### config.mk
export PLATFORM = sky130hd
export DESIGN_NAME = param_updown_counter_flat
export DESIGN_NICKNAME = d
export VERILOG_FILES = /design/src/rtl/param_updown_counter_if.sv /design/src/rtl/param_updown_counter.sv /design/src/flat_wrapper.sv
export SDC_FILE = /design/constraint.sdc
export NUM_CORES = 1
export LEC_CHECK = 0
export CORE_AREA = 2 2 39 41
export CTS_CLUSTER_DIAMETER = 50
export DETAILED_ROUTE_END_ITERATION = 10
export DIE_AREA = 0 0 41 43
export PLACE_DENSITY_LB_ADDON = 0.25
export SETUP_SLACK_MARGIN = 0.3
export SYNTH_ARGS = -nofsm -noshare
export SYNTH_HDL_FRONTEND = slang
export SYNTH_SLANG_ARGS = --single-unit
### constraint.sdc
create_clock -name clk -period 3.8 [get_ports clk]
set_input_delay 0.76 -clock clk [delete_from_list [all_inputs] [get_ports clk]]
set_output_delay 0.76 -clock clk [all_outputs]
set_load 0.1 [all_outputs]
### src/rtl/param_updown_counter_if.sv
// Control/status bundle for param_updown_counter.
// The master drives the counter controls and the slave side returns count and status.
interface param_updown_counter_if #(
    parameter int WIDTH = 4
);
    logic             en;
    logic             up_dn;
    logic             clr;
    logic             load;
    logic [WIDTH-1:0] load_val;
    logic             clr_ovf;
    logic [WIDTH-1:0] count;
    logic             tc;
    logic             wrap;
    logic             ovf;

    modport master (
        output en, up_dn, clr, load, load_val, clr_ovf,
        input  count, tc, wrap, ovf
    );

    modport slave (
        input  en, up_dn, clr, load, load_val, clr_ovf,
        output count, tc, wrap, ovf
    );
endinterface

### src/rtl/param_updown_counter.sv
// Up/down modulo-MOD counter with clear, clamped load, enable,
// terminal-count, single-cycle wrap pulse and sticky overflow.
module param_updown_counter #(
    parameter int WIDTH    = 4,
    parameter int MOD      = 16,
    parameter int SATURATE = 0
) (
    input  logic                        clk,
    input  logic                        rst,
    param_updown_counter_if.slave       bus
);
    // One extra bit so MOD itself is representable when MOD == 2**WIDTH.
    localparam logic [WIDTH:0]   MOD_X  = (WIDTH+1)'(MOD);
    localparam logic [WIDTH:0]   LAST_X = (WIDTH+1)'(MOD - 1);
    localparam logic [WIDTH:0]   ONE_X  = (WIDTH+1)'(1);
    localparam logic [WIDTH-1:0] LAST   = WIDTH'(MOD - 1);

    logic [WIDTH-1:0] count_q;
    logic             wrap_q;
    logic             ovf_q;

    logic [WIDTH-1:0] count_nxt;
    logic             wrap_nxt;
    logic             ovf_set;
    logic             ovf_nxt;

    logic [WIDTH:0]   count_x;
    logic             at_top;
    logic             at_bot;

    assign count_x = {1'b0, count_q};
    assign at_top  = (count_x == LAST_X);
    assign at_bot  = (count_x == '0);

    always_comb begin
        count_nxt = count_q;
        wrap_nxt  = 1'b0;
        ovf_set   = 1'b0;
        if (bus.clr) begin
            count_nxt = '0;
        end else if (bus.load) begin
            count_nxt = ({1'b0, bus.load_val} >= MOD_X) ? LAST : bus.load_val;
        end else if (bus.en) begin
            if (bus.up_dn) begin
                if (count_x < LAST_X) begin
                    count_nxt = WIDTH'(count_x + ONE_X);
                end else begin
                    ovf_set = 1'b1;
                    if (SATURATE == 0) begin
                        count_nxt = '0;
                        wrap_nxt  = 1'b1;
                    end
                end
            end else begin
                if (!at_bot) begin
                    count_nxt = WIDTH'(count_x - ONE_X);
                end else begin
                    ovf_set = 1'b1;
                    if (SATURATE == 0) begin
                        count_nxt = LAST;
                        wrap_nxt  = 1'b1;
                    end
                end
            end
        end
        // A set event on the same edge as clr_ovf leaves the flag set.
        ovf_nxt = ovf_set ? 1'b1 : (bus.clr_ovf ? 1'b0 : ovf_q);
    end

    always_ff @(posedge clk or negedge rst) begin
        if (!rst) begin
            count_q <= '0;
            wrap_q  <= 1'b0;
            ovf_q   <= 1'b0;
        end else begin
            count_q <= count_nxt;
            wrap_q  <= wrap_nxt;
            ovf_q   <= ovf_nxt;
        end
    end

    assign bus.count = count_q;
    assign bus.wrap  = wrap_q;
    assign bus.ovf   = ovf_q;
    assign bus.tc    = bus.en & ((bus.up_dn & at_top) | (~bus.up_dn & at_bot));
endmodule

### src/flat_wrapper.sv
// flat-port wrapper written by rule: the top's interface ports become plain ports
module param_updown_counter_flat 
#(
    parameter int WIDTH    = 4,
    parameter int MOD      = 16,
    parameter int SATURATE = 0
)
  (clk, rst, bus_en, bus_up_dn, bus_clr, bus_load, bus_load_val, bus_clr_ovf, bus_count, bus_tc, bus_wrap, bus_ovf);
  param_updown_counter_if #(.WIDTH(WIDTH)) bus_i ();
  input  logic clk;
  input  logic rst;
  input wire logic [$bits(bus_i.en)-1:0] bus_en;
  input wire logic [$bits(bus_i.up_dn)-1:0] bus_up_dn;
  input wire logic [$bits(bus_i.clr)-1:0] bus_clr;
  input wire logic [$bits(bus_i.load)-1:0] bus_load;
  input wire logic [$bits(bus_i.load_val)-1:0] bus_load_val;
  input wire logic [$bits(bus_i.clr_ovf)-1:0] bus_clr_ovf;
  output wire logic [$bits(bus_i.count)-1:0] bus_count;
  output wire logic [$bits(bus_i.tc)-1:0] bus_tc;
  output wire logic [$bits(bus_i.wrap)-1:0] bus_wrap;
  output wire logic [$bits(bus_i.ovf)-1:0] bus_ovf;
  assign bus_i.en = bus_en;
  assign bus_i.up_dn = bus_up_dn;
  assign bus_i.clr = bus_clr;
  assign bus_i.load = bus_load;
  assign bus_i.load_val = bus_load_val;
  assign bus_i.clr_ovf = bus_clr_ovf;
  assign bus_count = bus_i.count;
  assign bus_tc = bus_i.tc;
  assign bus_wrap = bus_i.wrap;
  assign bus_ovf = bus_i.ovf;
  param_updown_counter #(.WIDTH(WIDTH), .MOD(MOD), .SATURATE(SATURATE)) u_core (.clk(clk), .rst(rst), .bus(bus_i));
endmodule
* Word-level counts from Yosys, hierarchy flattened
Index checks and enable logic that the tools add are counted.
** Word-level totals
- Bits in registers :: 6
- Output and inout bits :: 7
- Word-level logic and storage cells :: 29
** Operators by class
- $add $sub $neg :: 2
- Magnitude comparators :: 1
- Eq/ne operators :: 1
- Muxes and demuxes :: 14
- Bitwise operators :: 5
- Reductions and logical operators :: 3
** Operator list (number)
- $mux 4 :: 6
- $mux 1 :: 8
- $logic_not 5->1 :: 1
- $add 4x1->4 const B :: 1
- $eq 4x4->1 const B :: 1
- $lt 4x4->1 const B :: 1
- $sub 4x1->4 const B :: 1
- $and 1x1->1 :: 3
- $reduce_bool 3->1 :: 1
- $reduce_bool 2->1 :: 1
- $not 1->1 :: 1
- $or 1x1->1 :: 1

* Depth between registers and ports, before layout
Gate-level depths: netlist of run 1.
- Depth in word-level cells :: 7
- Depth in mapped cells :: 6
- Depth with buffers taken out :: 6

* Worst setup path before layout of run 1
No wires, ideal clock.
- Path kind :: reg2out
- From :: register u_core.count_q[0], in the netlist u_core.bus.count[0]
- To :: output port bus_tc
- Arrival time :: 2.307 ns
- Required time :: 3.040 ns
- Slack :: 0.733 ns
- Cell stages (with the launch flop) :: 6
- Path buffers :: 0
- Cell sequence :: dfrtp_1 ha_1 and3_1 and2_1 o21ai_1 inv_1
** Between the ends
- Cells in the longest elaborated chain, start to end :: 4
- Elaborated cells on any way between the ends :: 6
- Classes of those cells :: 1 x eq/ne; 4 x bitwise; 1 x reduce/logical
** RTL lines
- from (decl) :: line param_updown_counter.sv:18 : logic [WIDTH-1:0] count_q;
- from (signal assigned) :: line param_updown_counter.sv:76 : count_q <= count_nxt;
- $eq 4x4->1 / $logic_not 5->1 (equally long branches) :: line param_updown_counter.sv:32, param_updown_counter.sv:33
- $and 1x1->1 :: line param_updown_counter.sv:85 : assign bus.tc = bus.en & ((bus.up_dn & at_top) | (~bus.up_dn & at_bot));
- $or 1x1->1 * :: line param_updown_counter.sv:85
- $and 1x1->1 * :: line param_updown_counter.sv:85
- to (decl) :: line flat_wrapper.sv:19 : output wire logic [$bits(bus_i.tc)-1:0] bus_tc;
Mark *: on every way between the ends. The rest lies on a longest branch, timed or not.

* Final worst setup path of run 1
- From :: input port bus_up_dn
- To :: output port bus_tc
** Between the ends
- Cells in the longest elaborated chain, start to end :: 4
- Elaborated cells on any way between the ends :: 5
- Classes of those cells :: 5 x bitwise
** RTL lines
- from (decl) :: line flat_wrapper.sv:13 : input wire logic [$bits(bus_i.up_dn)-1:0] bus_up_dn;
- $not 1->1 :: line param_updown_counter.sv:85
- $and 1x1->1 :: line param_updown_counter.sv:85
- $or 1x1->1 * :: line param_updown_counter.sv:85
- $and 1x1->1 * :: line param_updown_counter.sv:85
Marked as above.

==> flow_summary.json, run 1 <==
{
  "status": "complete, no violations",
  "avgSynthCellArea_um2": 8.658,
  "critical_path_depth": 6,
  "dr.first_iter.drc_count": 5,
  "num_io_pins": 18,
  "hold_class": "flop to flop",
  "cp.arrival_ps": 2260,
  "power_uw": 222.2,
  "ys.flop_type": "dfrtp_1",
  "fp.coreArea_mm2": 0.001384,
  "dieArea_mm2": 0.001763,
  "cts_buffers": 3,
  "clk_pin_slew_ps": 40,
  "hold_buffers": 0,
  "area_growth_pct": 51.45,
  "drc": 0,
  "cts_resized": 0,
  "final_area_um2": 655.6,
  "crit_fanout": 7,
  "crit_buf_inv": 3,
  "cp-start-kind": "primary input",
  "max-cap-violations": 0,
  "diodes": 0,
  "routed_via_density": 5.035,
  "overflow": 0,
  "finalCriticalPeriod_ps": 3019,
  "netlist.area_leader.share_pct": 34.68,
  "min_path_cells": 2,
  "r2r_setup_slack_ps": 2130,
  "root_buffer": "clkbuf_4",
  "hpwl_um": 775.2,
  "relSlewSlack_pct": 35.77,
  "first_global_vias": 393,
  "grt_use_total_pct": 14.04,
  "synthAdderAreaFrac_pct": 5.780,
  "setup_violations": 0,
  "synth_top_area_cell": "dfrtp_1",
  "grt_start_max_net_pins": 11,
  "post_drt_wl_per_cell_um": 11.52,
  "fin_setup_tns_ps": 0,
  "cts_tree": "done",
  "path_class": "primary input to output pin",
  "worst_pin_slew_ps": 960.5,
  "hold_viol": 0,
  "async_flop_share_pct": 100.0,
  "placed_area_um2": 633.1,
  "worstPathRequired_ps": 3040,
  "p_leak_uw": 0.0002840,
  "crit_slowest_cell": "clkdlybuf4s50_1",
  "antenna_found_initial": 0,
  "final_cells": 86,
  "cp-end-kind": "output pin",
  "synth-edff-count": 0,
  "worstSkewPairLatency_ps": 240,
  "ys_seq_elements": 6,
  "vias": 433,
  "ir_drop_mv": 0.1577,
  "worstRegToRegCells": 5,
  "rsz0062_at_grt": "false",
  "num_rows": 14,
  "syn_area_um2": 432.9,
  "clock_sinks": 6,
  "cts_setup_buffers": 0,
  "io_buffer_count": 17,
  "gp_congestion": 0.7305,
  "netlist_instances": 50,
  "clock.fmax_ghz": 0.3312,
  "cts_max_level": 1,
  "yosysSeqAreaShare_pct": 34.68,
  "synthesis.nets": 63,
  "synthMuxAreaShare_pct": 4.913,
  "yosys_warnings": 0,
  "dpl.cell_count": 83,
  "nNetsFinal": 85,
  "drt_wl_total_um": 991,
  "path_cells": "clkdlybuf4s50_1, and3_1, and2_1, o21ai_1, inv_1, buf_12",
  "grt_pass1_wl_mm": 1.662,
  "drive_gt1_share_pct": 8.571,
  "synthSimpleGateAreaFrac_pct": 20.23,
  "drv_slew": 0,
  "synth_cell_types": 27,
  "die_y_um": 43,
  "synth_compound_area_share_pct": 23.41,
  "first_pass_iters": 2,
  "post-route-period-util_pct": 79.46,
  "fin_skew_ps": 0.07236,
  "synth_top_family_by_area": "compound AO/OA/AOI/OAI gates",
  "synthTopCellsByArea": "dfrtp_1, inv_1, ha_1",
  "yosys.area_share.xor_xnor_pct": 4.046,
  "start_util_pct": 31.28,
  "die_w_um": 41,
  "cp_top_family": "buffers and inverters",
  "max_stage_delay_ps": 530,
  "postRouteAntennaNets": 0,
  "cts.path.max_buffers": 2,
  "power_density_mw_per_mm2": 338.9
}
where the power goes:
part           switching [uW]  internal [uW]
registers                7.43           68.2
clock network            22.2           35.7
logic                    56.4           32.4
cells by family (layout without fill, tap and decap cells):
| logic type | Yosys count | count (layout) |
|---|---|---|
| AOI/OAI and AO/OA | 14 | 14 |
| xor gates and xnor gates | 2 | 2 |
| adders and majority gates | 2 | 2 |
| buffers and inverters | 8 | 28 |
| DFF | 6 | 6 |
| muxes | 2 | 2 |
| and+or+nand+nor | 16 | 16 |
flip-flops by register name (all words and copies together) (netlist names):
name              flops
u_core.bus.count      4
u_core.bus.ovf        1
u_core.bus.wrap       1
worst min-delay path, stage by stage, from the launching register on:
cell,delay (ps)
dfrtp_1,340
inv_1,50
o32ai_2,100
metal layers:
layer	vias up	share of wire (%)	global-route usage (%)
li1	222	-	-
met1	200	47	19.02
met2	11	49	19.38
met3	0	3.6	2.094
met4	0	0	10.00
met5	-	0	0
cells in the mapped netlist, types with 2 or more instances:
library cell  count
nand2_1           5
dfrtp_1           6
inv_1             8
nor3_1            2
a21oi_1           4
ha_1              2
a31oi_1           2
nor2_1            2
cells in the final DEF, fill, tap and decap left out:
master            n
a2111oi_0         1
a211oi_1          1
a21oi_1           4
a311o_1           1
a31oi_1           2
and2_1            1
and3_1            1
and4b_1           1
buf_12            1
clkbuf_4          3
clkdlybuf4s50_1  16
dfrtp_1           6
ha_1              2
inv_1             8
mux2_2            1
mux2i_1           1
nand2_1           5
nand2b_1          1
nor2_1            2
nor3_1            2
nor4_1            1
o21ai_0           1
o21ai_1           1
o221ai_1          1
o31ai_1           1
o32ai_2           1
or2b_1            1
or3b_1            1
xnor2_1           1
xor2_1            1
stage by stage:
| stage | util (%) | hold WS (ps) | setup WS [ps] |
|---|---|---|---|
| global placement | 45.75 | 535.3 | 808.0 |
| finish | 47.38 | 541.4 | 780.6 |
| floorplan | - | 464.4 | 733.2 |
| detailed placement | 45.75 | 531.1 | 786.7 |
| global route | 47.38 | 586.7 | 710.2 |
| CTS | 47.38 | 546.1 | 777.0 |
worst paths after layout:
check,startpoint,to
worst max-delay path,bus_up_dn,bus_tc
worst min-delay path,u_core.bus.ovf,u_core.bus.ovf
worst max register to register,u_core.bus.count[0],u_core.bus.count[3]
worst min register to register,u_core.bus.ovf,u_core.bus.ovf
max in group asynchronous,rst,u_core.bus.count[1]
min in group asynchronous,rst,u_core.bus.ovf
final cells by class:
type / instances / area, um2
fill: 147 / 728.2
multi-input combinational: 36 / 252.7
timing repair buffer: 17 / 180.2
sequential: 6 / 150.1
inverter: 8 / 30.03
clock buffer: 3 / 22.52
tap: 16 / 20.02
Power figures use the tool's default switching activity.
==> run 2: changes to the inputs <==
Clock period 3.8 ns to 3.16 ns, I/O delays scaled along.
==> run 2 against run 1 <==
Sequential share of layout area up 0.29 points. Utilization is 0.18 points higher. Clock skew is 6.8 ps higher. Largest power group unchanged. Count of clock-buffer cells in the layout is the same. Clock power increased by 22%. Wire length up 1.1%. Final cell count unchanged. Final area grew 0.38%. Register-to-register slack got worse by 620 ps. Global-route usage down 0.28 points. Via count increased by 2.8%. Flip-flop and latch count unchanged.
==> flow_summary.json, run 2 (synthesis gave the netlist of run 1 again) <==
{
  "worst_pin_slew_ps": 434.8,
  "power_density_mw_per_mm2": 408.5,
  "crit_fanout": 7,
  "dieArea_mm2": 0.001763,
  "clock_sinks": 6,
  "final_area_um2": 658.1,
  "status": "complete, no violations",
  "cts_buffers": 3,
  "finalCriticalPeriod_ps": 2767,
  "path_class": "primary input to output pin",
  "cts_tree": "done",
  "placed_area_um2": 624.3,
  "max_stage_delay_ps": 530,
  "multi_input_area_um2": 264.0,
  "cp.arrival_ps": 2140,
  "dr.first_iter.drc_count": 3,
  "power_uw": 268.8,
  "fin_setup_tns_ps": 0,
  "grt_start_max_net_pins": 11,
  "routed_via_density": 5.174,
  "grt_use_total_pct": 13.77,
  "timing.hold.ws_ps": 557.3,
  "post-route-period-util_pct": 87.58,
  "die_y_um": 43,
  "cts_setup_buffers": 0,
  "crit_slowest_cell": "clkdlybuf4s50_1",
  "drc": 0,
  "rsz0062_at_grt": "false",
  "drt_wl_total_mm": 1.002,
  "diodes": 0,
  "worstPathRequired_ps": 2530,
  "p_leak_uw": 0.0002836,
  "max-cap-violations": 0,
  "fp.coreArea_mm2": 0.001384,
  "area_growth_pct": 52.02,
  "largest_reg_flops": 4,
  "relSlewSlack_pct": 70.27,
  "grt_pass1_wl_mm": 1.669,
  "num_rows": 14,
  "start_util_pct": 31.28,
  "first_pass_iters": 4,
  "clk_pin_slew_ps": 50,
  "hold_viol": 0,
  "gp_congestion": 0.7245,
  "path_cells": "clkdlybuf4s50_1, and3_1, and2_1, o21ai_4, clkinvlp_4, buf_12",
  "drv_slew": 0,
  "post_drt_wl_per_cell_um": 11.65,
  "postRouteAntennaNets": 0,
  "io_buffer_count": 17,
  "fin_skew_ps": 6.915,
  "cp-start-kind": "primary input",
  "overflow": 0,
  "nNetsFinal": 85,
  "hold_class": "flop to flop",
  "antenna_found_initial": 0,
  "die_w_um": 41,
  "cts.path.max_buffers": 2,
  "num-fill-cells": 140,
  "layout_commonest_cell": "clkdlybuf4s50_1",
  "worstSkewPairLatency_ps": 250,
  "num_io_pins": 18,
  "final_cells": 86,
  "ir_drop_mv": 0.1562,
  "cp-end-kind": "output pin",
  "most-common-layout-cells": "clkdlybuf4s50_1, inv_1, buf_4, nand2_1",
  "cts_max_level": 1,
  "cp_top_family": "buffers and inverters",
  "drive_gt1_share_pct": 22.86,
  "vias": 445,
  "clock.fmax_ghz": 0.3613,
  "crit_buf_inv": 3,
  "hpwl_um": 766.5,
  "seq_area_um2": 152.6,
  "dpl.cell_count": 83,
  "root_buffer": "clkbuf_4",
  "setup_violations": 0,
  "first_global_vias": 393
}
-- run 2: stage by stage --
| step | setup slack (ps) | util [%] |
|---|---|---|
| after floorplan | 444.5 | - |
| after global placement | 271.8 | 45.12 |
| after detailed placement | 239.8 | 45.12 |
| after CTS | 352.9 | 47.02 |
| after global routing | 321.2 | 47.56 |
| final | 392.5 | 47.56 |
-- run 2: area by class of cell --
cell class / count / area share (%)
timing repair buffer: 17 / 25.10
sequential: 6 / 23.19
clock buffer: 3 / 3.422
tap: 16 / 3.042
multi-input combinational: 36 / 40.11
inverter: 8 / 5.133
-- run 2: routing by layer --
layer	vias up	global-route usage, %	routed length (um)
met5	-	0	0
met3	0	2.094	62
met2	16	20.00	474
li1	220	-	-
met4	0	6.000	0
met1	209	19.47	465
-- run 2: path summary, 6_finish.rpt --
path / startpoint / to / slack (ps) / depth (start not counted)
worst max register to register: u_core.bus.count[0] / u_core.bus.ovf / 1510 / 6
worst max-delay path: bus_up_dn / bus_tc / 390 / 6
min in group asynchronous: rst / u_core.bus.ovf / 630 / 1
max in group asynchronous: rst / u_core.bus.count[0] / 2290 / 1
worst min register to register: u_core.bus.ovf / u_core.bus.ovf / 560 / 2
worst min-delay path: u_core.bus.ovf / u_core.bus.ovf / 560 / 2
-- run 2: what timing repair did --
item,CTS,global route
hold buffers,0,0
endpoints found under the hold margin,0,0
setup endpoints to repair,1,1
cloned,0,0
gates resized for setup,1,1
-- run 2: where the power goes --
group | total [uW] | internal (uW) | switching, uW
logic | 107 | 37.9 | 68.7
clock network | 70.6 | 43.0 | 27.7
registers | 91.5 | 82.3 | 9.21
total | 269 | 163 | 106
-- run 2: tightest hold or removal path: stages (launching register included) --
cell and delay, ps:
dfrtp_1 350, inv_1 50, o32ai_2 100
